**src/rtl/dmem_responder_pkg.sv**
```systemverilog
`default_nettype none
// ============================================================================
//  Module      : dmem_responder_pkg
//  Description : Shared constants, types and helpers for the data-memory
//                responder and the CPU memory stage that talks to it.
//  Revision    : 1.0 - initial release
// ============================================================================
package dmem_responder_pkg;

    // Datapath geometry
    localparam int c_WORD_W   = 32;
    localparam int c_OFFSET_W = 2;
    localparam int c_CNT_W    = 4;   // holds LATENCY-1 for LATENCY up to 15

    // State encoding
    localparam logic [1:0] c_IDLE = 2'b00;
    localparam logic [1:0] c_BUSY = 2'b01;
    localparam logic [1:0] c_RESP = 2'b10;

    // Access type carried on we_i
    localparam logic c_LOAD  = 1'b0;
    localparam logic c_STORE = 1'b1;

    typedef enum logic [1:0] {
        ST_IDLE = c_IDLE,
        ST_BUSY = c_BUSY,
        ST_RESP = c_RESP
    } state_t;

    // An access is performed only if word-aligned and inside the storage.
    function automatic logic addr_ok(input logic [c_WORD_W-1:0] addr,
                                     input int                  depth);
        logic [c_WORD_W-1:0] w_word_idx;
        w_word_idx = {{c_OFFSET_W{1'b0}}, addr[c_WORD_W-1:c_OFFSET_W]};
        return (addr[c_OFFSET_W-1:0] == '0) && (w_word_idx < $unsigned(depth));
    endfunction

endpackage
`default_nettype wire

```
**src/rtl/dmem_array.sv**
```systemverilog
`default_nettype none
// ============================================================================
//  Module      : dmem_array
//  Description : DEPTH x 32 word storage, synchronous write, combinational
//                read on a single shared address.
//  Revision    : 1.0 - initial release
// ============================================================================
module dmem_array
    import dmem_responder_pkg::*;
#(
    parameter int DEPTH  = 32,
    parameter int ADDR_W = 5
) (
    input  logic                clk_i,
    input  logic                we_i,
    input  logic [ADDR_W-1:0]   addr_i,
    input  logic [c_WORD_W-1:0] wdata_i,
    output logic [c_WORD_W-1:0] rdata_o
);

    logic [c_WORD_W-1:0] r_mem_q [DEPTH];

    // Write port: contents are deliberately not touched by reset.
    always_ff @(posedge clk_i) begin
        if (we_i) begin
            r_mem_q[addr_i] <= wdata_i;
        end
    end

    assign rdata_o = r_mem_q[addr_i];

endmodule
`default_nettype wire

```
**src/rtl/dmem_responder.sv**
```systemverilog
`default_nettype none
// ============================================================================
//  Module      : dmem_responder
//  Description : Multi-cycle load/store responder with configurable latency,
//                req/ready/ack handshake and misaligned / out-of-range error
//                reporting.
//  Revision    : 1.0 - initial release
// ============================================================================
module dmem_responder
    import dmem_responder_pkg::*;
#(
    parameter int DEPTH   = 32,
    parameter int LATENCY = 2
) (
    input  logic                clk_i,
    input  logic                rst_i,
    input  logic                req_i,
    input  logic                we_i,
    input  logic [c_WORD_W-1:0] addr_i,
    input  logic [c_WORD_W-1:0] wdata_i,
    output logic                ready_o,
    output logic                ack_o,
    output logic [c_WORD_W-1:0] rdata_o,
    output logic                err_o
);

    localparam int c_ADDR_W = (DEPTH > 1) ? $clog2(DEPTH) : 1;
    localparam logic [c_CNT_W-1:0] c_CNT_LOAD = c_CNT_W'(LATENCY - 1);

    state_t              r_state_q,  w_state_d;
    logic [c_CNT_W-1:0]  r_cnt_q,    w_cnt_d;
    logic                r_we_q,     w_we_d;
    logic [c_WORD_W-1:0] r_addr_q,   w_addr_d;
    logic [c_WORD_W-1:0] r_wdata_q,  w_wdata_d;
    logic                r_ack_q,    w_ack_d;
    logic                r_err_q,    w_err_d;
    logic [c_WORD_W-1:0] r_rdata_q,  w_rdata_d;

    logic                w_accept;
    logic                w_valid;
    logic                w_mem_we;
    logic [c_WORD_W-1:0] w_mem_rdata;

    // Ready whenever not busy; reset forces it low so nothing is accepted.
    assign ready_o  = !rst_i && (r_state_q != ST_BUSY);
    assign w_accept = req_i && ready_o;
    assign w_valid  = addr_ok(r_addr_q, DEPTH);

    // Next-state, request capture, commit and response generation.
    always_comb begin
        w_state_d = r_state_q;
        w_cnt_d   = r_cnt_q;
        w_we_d    = r_we_q;
        w_addr_d  = r_addr_q;
        w_wdata_d = r_wdata_q;
        w_ack_d   = 1'b0;
        w_err_d   = 1'b0;
        w_rdata_d = '0;
        w_mem_we  = 1'b0;

        unique case (r_state_q)
            ST_BUSY: begin
                if (r_cnt_q != '0) begin
                    w_cnt_d = r_cnt_q - 1'b1;
                end else begin
                    // Commit edge: the store lands here, so a load accepted
                    // in the following RESP cycle already sees it.
                    w_state_d = ST_RESP;
                    w_ack_d   = 1'b1;
                    w_err_d   = !w_valid;
                    if (w_valid && (r_we_q == c_STORE)) begin
                        w_mem_we = !rst_i;
                    end else if (w_valid) begin
                        w_rdata_d = w_mem_rdata;
                    end
                end
            end
            ST_IDLE, ST_RESP: begin
                w_state_d = ST_IDLE;
                if (w_accept) begin
                    w_state_d = ST_BUSY;
                    w_cnt_d   = c_CNT_LOAD;
                    w_we_d    = we_i;
                    w_addr_d  = addr_i;
                    w_wdata_d = wdata_i;
                end
            end
            default: begin
                w_state_d = ST_IDLE;
            end
        endcase
    end

    // State and registered outputs; reset aborts any access in flight.
    always_ff @(posedge clk_i) begin
        if (rst_i) begin
            r_state_q <= ST_IDLE;
            r_cnt_q   <= '0;
            r_ack_q   <= 1'b0;
            r_err_q   <= 1'b0;
            r_rdata_q <= '0;
        end else begin
            r_state_q <= w_state_d;
            r_cnt_q   <= w_cnt_d;
            r_ack_q   <= w_ack_d;
            r_err_q   <= w_err_d;
            r_rdata_q <= w_rdata_d;
        end
        r_we_q    <= w_we_d;
        r_addr_q  <= w_addr_d;
        r_wdata_q <= w_wdata_d;
    end

    assign ack_o   = r_ack_q;
    assign err_o   = r_err_q;
    assign rdata_o = r_rdata_q;

    dmem_array #(
        .DEPTH  (DEPTH),
        .ADDR_W (c_ADDR_W)
    ) u_array (
        .clk_i   (clk_i),
        .we_i    (w_mem_we),
        .addr_i  (r_addr_q[c_ADDR_W+c_OFFSET_W-1:c_OFFSET_W]),
        .wdata_i (r_wdata_q),
        .rdata_o (w_mem_rdata)
    );

endmodule
`default_nettype wire
```
**config.mk**
```make
export PLATFORM = sky130hd
export DESIGN_NAME = dmem_responder
export DESIGN_NICKNAME = d
export VERILOG_FILES = /design/src/rtl/dmem_responder_pkg.sv /design/src/rtl/dmem_array.sv /design/src/rtl/dmem_responder.sv
export SDC_FILE = /design/constraint.sdc
export NUM_CORES = 1
export LEC_CHECK = 0
export CAP_MARGIN = 15
export CORE_MARGIN = 3
export CORE_UTILIZATION = 40
export DETAILED_ROUTE_END_ITERATION = 8
export DONT_BUFFER_PORTS = 1
export GPL_TIMING_DRIVEN = 0
export MAX_ROUTING_LAYER = met4
export SLEW_MARGIN = 10
export SYNTH_ARGS = -nofsm -noshare
export SYNTH_HDL_FRONTEND = slang
export SYNTH_SLANG_ARGS = --single-unit
```
**constraint.sdc**
```tcl
create_clock -name clk_i -period 9.8 [get_ports clk_i]
set_input_delay 1.96 -clock clk_i [delete_from_list [all_inputs] [get_ports clk_i]]
set_output_delay 1.96 -clock clk_i [all_outputs]
set_load 0.02 [all_outputs]
```
**Word-level counts from Yosys, hierarchy flattened**

Memories as Yosys holds them, arrays and structs flattened. A register that Yosys moved wholly into a read port is not among the register bits.
Cells that the tools add are included.

- Memories kept: 1
- RAM bits: 1024
- Word-level logic and storage cells: 46
- Flip-flop bits (word level): 73

- Equal/unequal tests: 6
- Add/subtract/negate cells: 1
- Mux-type cells: 12
- Reductions and logical operators: 16
- $lt $le $gt $ge: 1
- Bitwise operators: 2

Memory list:

| name | words | width | rd ports | clocked after Yosys merged registers in | write ports | line | RTL |
|---|---|---|---|---|---|---|---|
| u_array.r_mem_q | 32 | 32 | 1 | 1 | 1 | dmem_array.sv:21 | `logic [c_WORD_W-1:0] r_mem_q [DEPTH];` |

Operators with widths:

| cell | number |
|---|---|
| $lt A30 B6 Y1 const B | 1 |
| $mux W4 | 2 |
| $pmux W4 S2 | 1 |
| $mux W1 | 7 |
| $ne A2 B2 Y1 const B | 3 |
| $reduce_or A5 Y1 | 1 |
| $logic_and A1 B1 Y1 | 4 |
| $logic_not A2 Y1 | 2 |
| $pmux W2 S2 | 1 |
| $reduce_bool A4 Y1 | 1 |
| $reduce_or A2 Y1 | 2 |
| $sub A4 B1 Y4 const B | 1 |
| $reduce_and A3 Y1 | 1 |
| $reduce_or A3 Y1 | 1 |
| $eq A2 B1 Y1 const B | 1 |
| $eq A2 B2 Y1 const B | 1 |
| $logic_not A1 Y1 | 2 |
| $mux W2 | 1 |
| $ne A2 B1 Y1 const B | 1 |
| $not A1 Y1 | 2 |
| $reduce_and A2 Y1 | 1 |
| $reduce_bool A2 Y1 | 1 |

**Logic depth before layout (Yosys ltp)**

Gate-level depths: netlist (run 1).

- Word-level depth: 8
- Gate-level depth with buffers: 8

**By module**

A second synthesis (run 1) with hierarchy kept.

- Cells, all modules: 2297
- Area total of the unflattened synthesis: 42714.7 um^2

Modules (own cells, without submodules):

| module | sequential area each (um^2) | cells each | area an instance (um^2) | instances |
|---|---|---|---|---|
| dmem_array | 30749.5 | 2075 | 39101.3 | 1 |
| dmem_responder | 2752.6 | 222 | 3613.5 | 1 |

**Worst setup path before layout (run 1)**

Ideal clock, no wire load.

- Path kind: input port to flip-flop
- From: input rst_i
- To: register r_addr_q[0] (enable)
- Buffers on the path: 1
- Setup slack: 1.988 ns
- Data required time: 9.206 ns
- Library setup time: 0.594 ns
- Arrival time: 7.218 ns
- Stages on the path: 2
- Path through: clkbuf_1 -> nor3b_1

- Longest elaborated chain between the ends: 4

Ends and longest elaborated chain:

| item | line | RTL |
|---|---|---|
| from (decl) | dmem_responder.sv:16 | `input logic rst_i,` |
| $logic_not A1 Y1 | dmem_responder.sv:45 | `assign ready_o = !rst_i && (r_state_q != ST_BUSY);` |
| $logic_and A1 B1 Y1 | dmem_responder.sv:45 |  |
| $logic_and A1 B1 Y1 | dmem_responder.sv:46 | `assign w_accept = req_i && ready_o;` |
| $reduce_and A2 Y1 (no line) | - |  |
| to (signal assigned) | dmem_responder.sv:110 | `r_addr_q <= w_addr_d;` |
| to (decl) | dmem_responder.sv:33 | `logic [c_WORD_W-1:0] r_addr_q, w_addr_d;` |

Every way passes these cells.
A chain may end at the register's enable or synchronous reset.

**Final worst setup path (run 1)**

- From: input rst_i
- To: output ready_o

- Longest elaborated chain between the ends: 2

Ends and longest elaborated chain:

| item | line | RTL |
|---|---|---|
| $logic_not A1 Y1 | dmem_responder.sv:45 |  |
| $logic_and A1 B1 Y1 | dmem_responder.sv:45 |  |
| to (decl) | dmem_responder.sv:21 | `output logic ready_o,` |

Every way passes these cells.

==> results of run 1 <==
## state kept, by name, summed over array words and instances (netlist names)
name	cells
ack_o	1
err_o	1
r_addr_q	32
r_cnt_q	4
r_state_q	2
r_wdata_q	32
r_we_q	1
rdata_o	32
u_array.r_mem_q	1024
## final timing paths
path	startpoint	endpoint	slack (ns)
max	rst_i	ready_o	5.24
min	r_cnt_q[0]	r_cnt_q[0]	0.53
max reg2reg	r_addr_q[3]	u_array.r_mem_q[31][21]	5.91
min reg2reg	r_cnt_q[0]	r_cnt_q[0]	0.53
## synthesized netlist by cell type (5+ instances only)
master     number
mux2i_1       512
buf_6          14
nand4bb_1       6
nor3_1         37
nor4_1         38
dfxtp_1        40
buf_2          55
a31oi_1        32
o22ai_1       256
nand3b_1        5
clkbuf_1       58
edfxtp_1     1089
nor2_1         70
## cell families (layout without fill, tap and decap cells)
logic type	count (synthesis)	after routing	synth area share [%]
buf+inv	136	488	1.64
mux	512	512	12.1
simple gates	185	185	2.47
compound gates	292	292	4.33
fa+ha+maj	1	1	0.0296
other cells	0	7	0
xor+xnor	2	2	0.0415
flops	1129	1129	79.4
## layout make-up
type                    count  area [um2]  area share [%]
multi-input cells         992        8190            16.7
clock buffers             129        2990            6.09
well taps                1380        1730            3.52
plain buffers             133         683            1.39
diodes                      7        17.5          0.0357
flip-flops and latches   1129       33500            68.2
repair buffers            141        1230            2.51
clock inverters            82         759            1.55
inverters                   3        11.3          0.0229
## metal layers
| metal | up-vias | track usage (%) | share of wire, % |
|---|---|---|---|
| met2 | 991 | 34.0 | 49 |
| li1 | 9695 | - | - |
| met1 | 11600 | 27.4 | 41 |
| met5 | - | - | 0 |
| met4 | 0 | 5.38 | 2.3 |
| met3 | 195 | 3.29 | 7.5 |
## per-stage QoR
step           hold slack [ns]  utilization (%)
2_1_floorplan            0.468                -
3_3_place_gp             0.483             42.2
3_5_place_dp             0.515             43.5
4_1_cts                  0.522             47.1
5_1_grt                  0.566             47.2
6_report                 0.531             47.2
## where the power goes
part | switching [W] | internal [W] | total [W] | leakage [nW]
sequential | 0.0000536 | 0.00529 | 0.00534 | 10.1
combinational | 0.000153 | 0.0000844 | 0.000238 | 4.87
clock | 0.00180 | 0.00255 | 0.00435 | 1.84
==> flow_summary.ini, run 1 <==
[timing]
finalCritPeriodShare_pct = 46.5
slew_violations = 0
fin_worst_skew_ns = 0.0168
fin_setup_tns_ns = 0
final_hold_viol_count = 0
timing.final.ws_setup_ns = 5.24
tightest_slew_ns = 1.22
setup_viol = 0
slew_headroom_pct = 17.9
rsz0062_at_grt = no
fmax_mhz = 219
fin_crit_ns = 4.56

[critical_path]
cpPeakStageDelay_ns = 0.41
crit_cells = 2
crit_path_top_delay_cell = nor2_1
critPathBufInv = 1
path_cells = clkbuf_1 > nor2_1
start_kind = input pin
cp_max_fo = 9
crit_arrival_ns = 2.60
critical_path_class = in2out
ff2ff_path_depth = 9
end_kind = output pin
crit_required_ns = 7.84
cp_top_family = simple AND/OR/NAND/NOR gates

[synthesis]
yosys_warnings = 0
synthArstFlopShare_pct = 0
synth_top_cell_by_area = edfxtp_1
ys_ff_latch = 1129
syn_avg_cell_area_um2 = 18.7
syn_area_um2 = 42200
ys.flop_type = edfxtp_1
synthCells = 2257
seq_area_frac_synth_pct = 79.4
ys_types = 38
synth_edf_count = 1089
synth_area_leaders = edfxtp_1 77%, mux2i_1 12%, o22ai_1 3.8%
yosysTopAreaCellShare_pct = 77.5
syn_nets = 2326

[place]
place_inst = 3776
hpwl_um = 77300
place_congestion = 0.874
detailedPlace.worstSlack_ns = 5.03
place_area_um2 = 45300
port_buffers = 0

[cts]
clock_latency_ns = 0.69
tritoncts = done
clock-root-buffer = clkbuf_16
post-cts-setup-buffer-count = 0
cts_resized = 0
cts_buffers = 113
cts.sinks = 1129
cts_hold_buf = 0
clock_path_buffers = 3
clk_pin_slew_ns = 0.06
h-tree-depth = 3

[cells_and_area]
syn2layout_area_growth_pct = 16.3
final_common_cell = edfxtp_1
stdcell_count = 3996
drive_above_1_share_pct = 16.1
fillers = 8578
final_nets = 2582
final_cell_mix = 1,089 x edfxtp_1, 512 x mux2i_1, 256 x o22ai_1
final_area_um2 = 49100

[run]
drv_cap = 0

[floorplan]
row_count = 118
dieHeight_um = 331
fp.dieArea_um2 = 109000
die_w_um = 331
core_um2 = 104000
num_io_pins = 103
start_util_pct = 40.6

[grt]
grt_max_degree = 33
antenna_found_initial = 6
grt_pass1_wl_um = 158000
grt_usage_pct = 20.8
first_global_vias = 22300
gr-total-overflow = 0

[power]
power_w = 0.00993
p_leak_nw = 16.8
worst_ir_drop_vdd_mv = 0.146
powerDensity_nw_per_um2 = 202

[status]
status = finished clean

[worst_hold_path]
hold_path_class = reg2reg
min_path_cells = 1

[detailed_routing]
vias = 22400
drc = 0
dr.pass1.iters = 5
post_drt_via_cell_ratio = 5.62
dr.first_iter.drc_count = 2458
routed_wl_um = 112000
ant_nets = 0
avgRoutedWirePerCell_um = 28.0
(Power assumes the default switching activity.)
==> run 2, diff against run 1 <==
==> constraint.sdc (replaced) <==
create_clock -name clk_i -period 4.45 [get_ports clk_i]
set_input_delay 0.89 -clock clk_i [delete_from_list [all_inputs] [get_ports clk_i]]
set_output_delay 0.89 -clock clk_i [all_outputs]
set_load 0.02 [all_outputs]
==> run 2 against run 1 <==
Utilization is 0.11 points lower. Count of clock-buffer cells in the layout is 21 higher. Via count is 0.14% higher. Flip-flop and latch count stayed put. Critical endpoint is now u_array.r_mem_q[31][13]. Sequential power is 120% higher. Setup slack worse by 4.7 ns.
==> flow_summary.ini, run 2 (same netlist as run 1, synthesis figures left out) <==
[timing]
fmax_mhz = 254
fin_worst_skew_ns = 0.0160
tightest_slew_ns = 1.20
setup_viol = 0
finalCritPeriodShare_pct = 88.4
final_hold_viol_count = 0
fin_setup_tns_ns = 0
rsz0062_at_grt = no
slew_violations = 0
whs_ns = 0.296
fin_crit_ns = 3.93
slew_headroom_pct = 19.6

[detailed_routing]
routed_wl_um = 112000
dr.pass1.iters = 7
avgRoutedWirePerCell_um = 28.1
drc = 0
dr.first_iter.drc_count = 2256
post_drt_via_cell_ratio = 5.63
ant_nets = 0
vias = 22500

[place]
place_inst = 3775
port_buffers = 0
hpwl_um = 77500
place_congestion = 0.859

[cells_and_area]
post-route-util_pct = 47.1
multiInputGateArea_um2 = 8200
largest_reg_flops = 1024
final_nets = 2583
final_cell_mix = 1,089 x edfxtp_1, 512 x mux2i_1, 256 x o22ai_1
stdcell_count = 3994
top_register = u_array.r_mem_q
seq_area_um2 = 33500
syn2layout_area_growth_pct = 16.1
fillers = 8641
drive_above_1_share_pct = 15.8
final_common_cell = edfxtp_1

[power]
p_int_w = 0.0172
seqPwrFrac_pct = 54.7
p_sw_share_pct = 20.2
worst_ir_drop_vdd_mv = 0.295
powerDensity_nw_per_um2 = 439
power_w = 0.0215
power.switching_w = 0.00433
comb_power_share_pct = 2.5
clkPwrFrac_pct = 42.8
p_leak_nw = 16.8

[critical_path]
critical_path_class = reg2reg
cp_top_family = buffers and inverters
ff2ff_path_depth = 9
start_kind = register
crit_path_top_delay_cell = nor3_2
critPathBufInv = 7
cp_common_cell = buf_4
crit_arrival_ns = 4.31
crit_path_start = r_addr_q[3]
cp_max_fo = 10
crit_cells = 9
crit_required_ns = 4.82
cpPeakStageDelay_ns = 0.83
r2r_slack_ns = 0.52
r2r_end = u_array.r_mem_q[31][13]
rr_startpoint = r_addr_q[3]
path_cells = buf_4 > buf_6 > buf_2 > buf_2 > nand3_1 > nor3_2 > buf_6 > buf_4 > buf_4
end_kind = register

[floorplan]
die_w_um = 331
num_io_pins = 103
fp.dieArea_um2 = 109000
row_count = 118
core_um2 = 104000
dieHeight_um = 331
start_util_pct = 40.6

[cts]
tritoncts = done
h-tree-depth = 3
clk_pin_slew_ns = 0.06
clock_latency_ns = 0.69
cts_resized = 0
cts_hold_buf = 0
clock-root-buffer = clkbuf_16
clock_path_buffers = 3
cts.sinks = 1129
post-cts-setup-buffer-count = 0
cts_buffers = 113

[grt]
grt_usage_pct = 21.0
grt_pass1_wl_um = 159000
grt_max_degree = 33
first_global_vias = 22600
gr-total-overflow = 0
antenna_found_initial = 8

[run]
drv_cap = 0

[worst_hold_path]
hold_path_class = in2reg
worstHoldEndpoint = r_wdata_q[25]
min_from = wdata_i[25]
min_path_cells = 0

[status]
status = finished clean
==> run 2: cell types whose count changed in the layout (fill, tap and decap cells not counted), sizes merged <==
cell	delta
clkbuf	+21
clkinv	-12
diode	-1
buf	+1
bufinv	-6
inv	-2
clkinvlp	-3
==> run 2: how the worst max path moves through the flow <==
stage | endpoint | slack [ns]
floorplan | u_array.r_mem_q[4][0] | 0.04
global route | u_array.r_mem_q[31][21] | 0.37
global placement | u_array.r_mem_q[15][19] | -3.16
finish | u_array.r_mem_q[31][13] | 0.52
CTS | u_array.r_mem_q[31][19] | 0.59
detailed placement | u_array.r_mem_q[31][19] | 0.60
==> run 2: power groups by stage <==
stage	clock [W]	combinational, W	sequential (W)
after CTS	0.00934	0.000522	0.0118
after floorplan	0	0.000335	0.0119
after global routing	0.00978	0.000565	0.0118
final	0.00919	0.000537	0.0118
after detailed placement	0	0.000520	0.0120
after global placement	0	0.000500	0.0120
==> run 2: metrics by stage <==
| step | setup slack (ns) | cell area, um2 |
|---|---|---|
| 5_1_grt | 0.374 | 49000 |
| 6_report | 0.518 | 49000 |
| 2_1_floorplan | 0.0370 | 42200 |
| 4_1_cts | 0.586 | 48900 |
| 3_5_place_dp | 0.603 | 45300 |
| 3_3_place_gp | -3.16 | 44000 |
==> run 2: worst register-to-register path, delay by kind of cell, from the launching register on <==
family	cells	cell delay, ns
buf+inv	7	1.99
simple gates	2	1.33
flops	1	0.32
==> run 2: cell type report <==
cell class	count	area share [%]
antenna	6	0.0306
multi-input combinational	992	16.7
timing repair buffer	142	2.60
sequential	1129	68.4
clock inverter	59	1.02
inverter	3	0.0230
clock buffer	150	6.31
buffer	133	1.39
tap	1380	3.52
==> run 2: layer usage <==
metal | routed length [um] | GRT usage (%) | up-vias
met4 | 2880 | 6.15 | 0
met3 | 8990 | 3.67 | 199
met2 | 54600 | 34.0 | 1001
met5 | 0 | - | -
met1 | 45800 | 27.2 | 11600
li1 | - | - | 9696
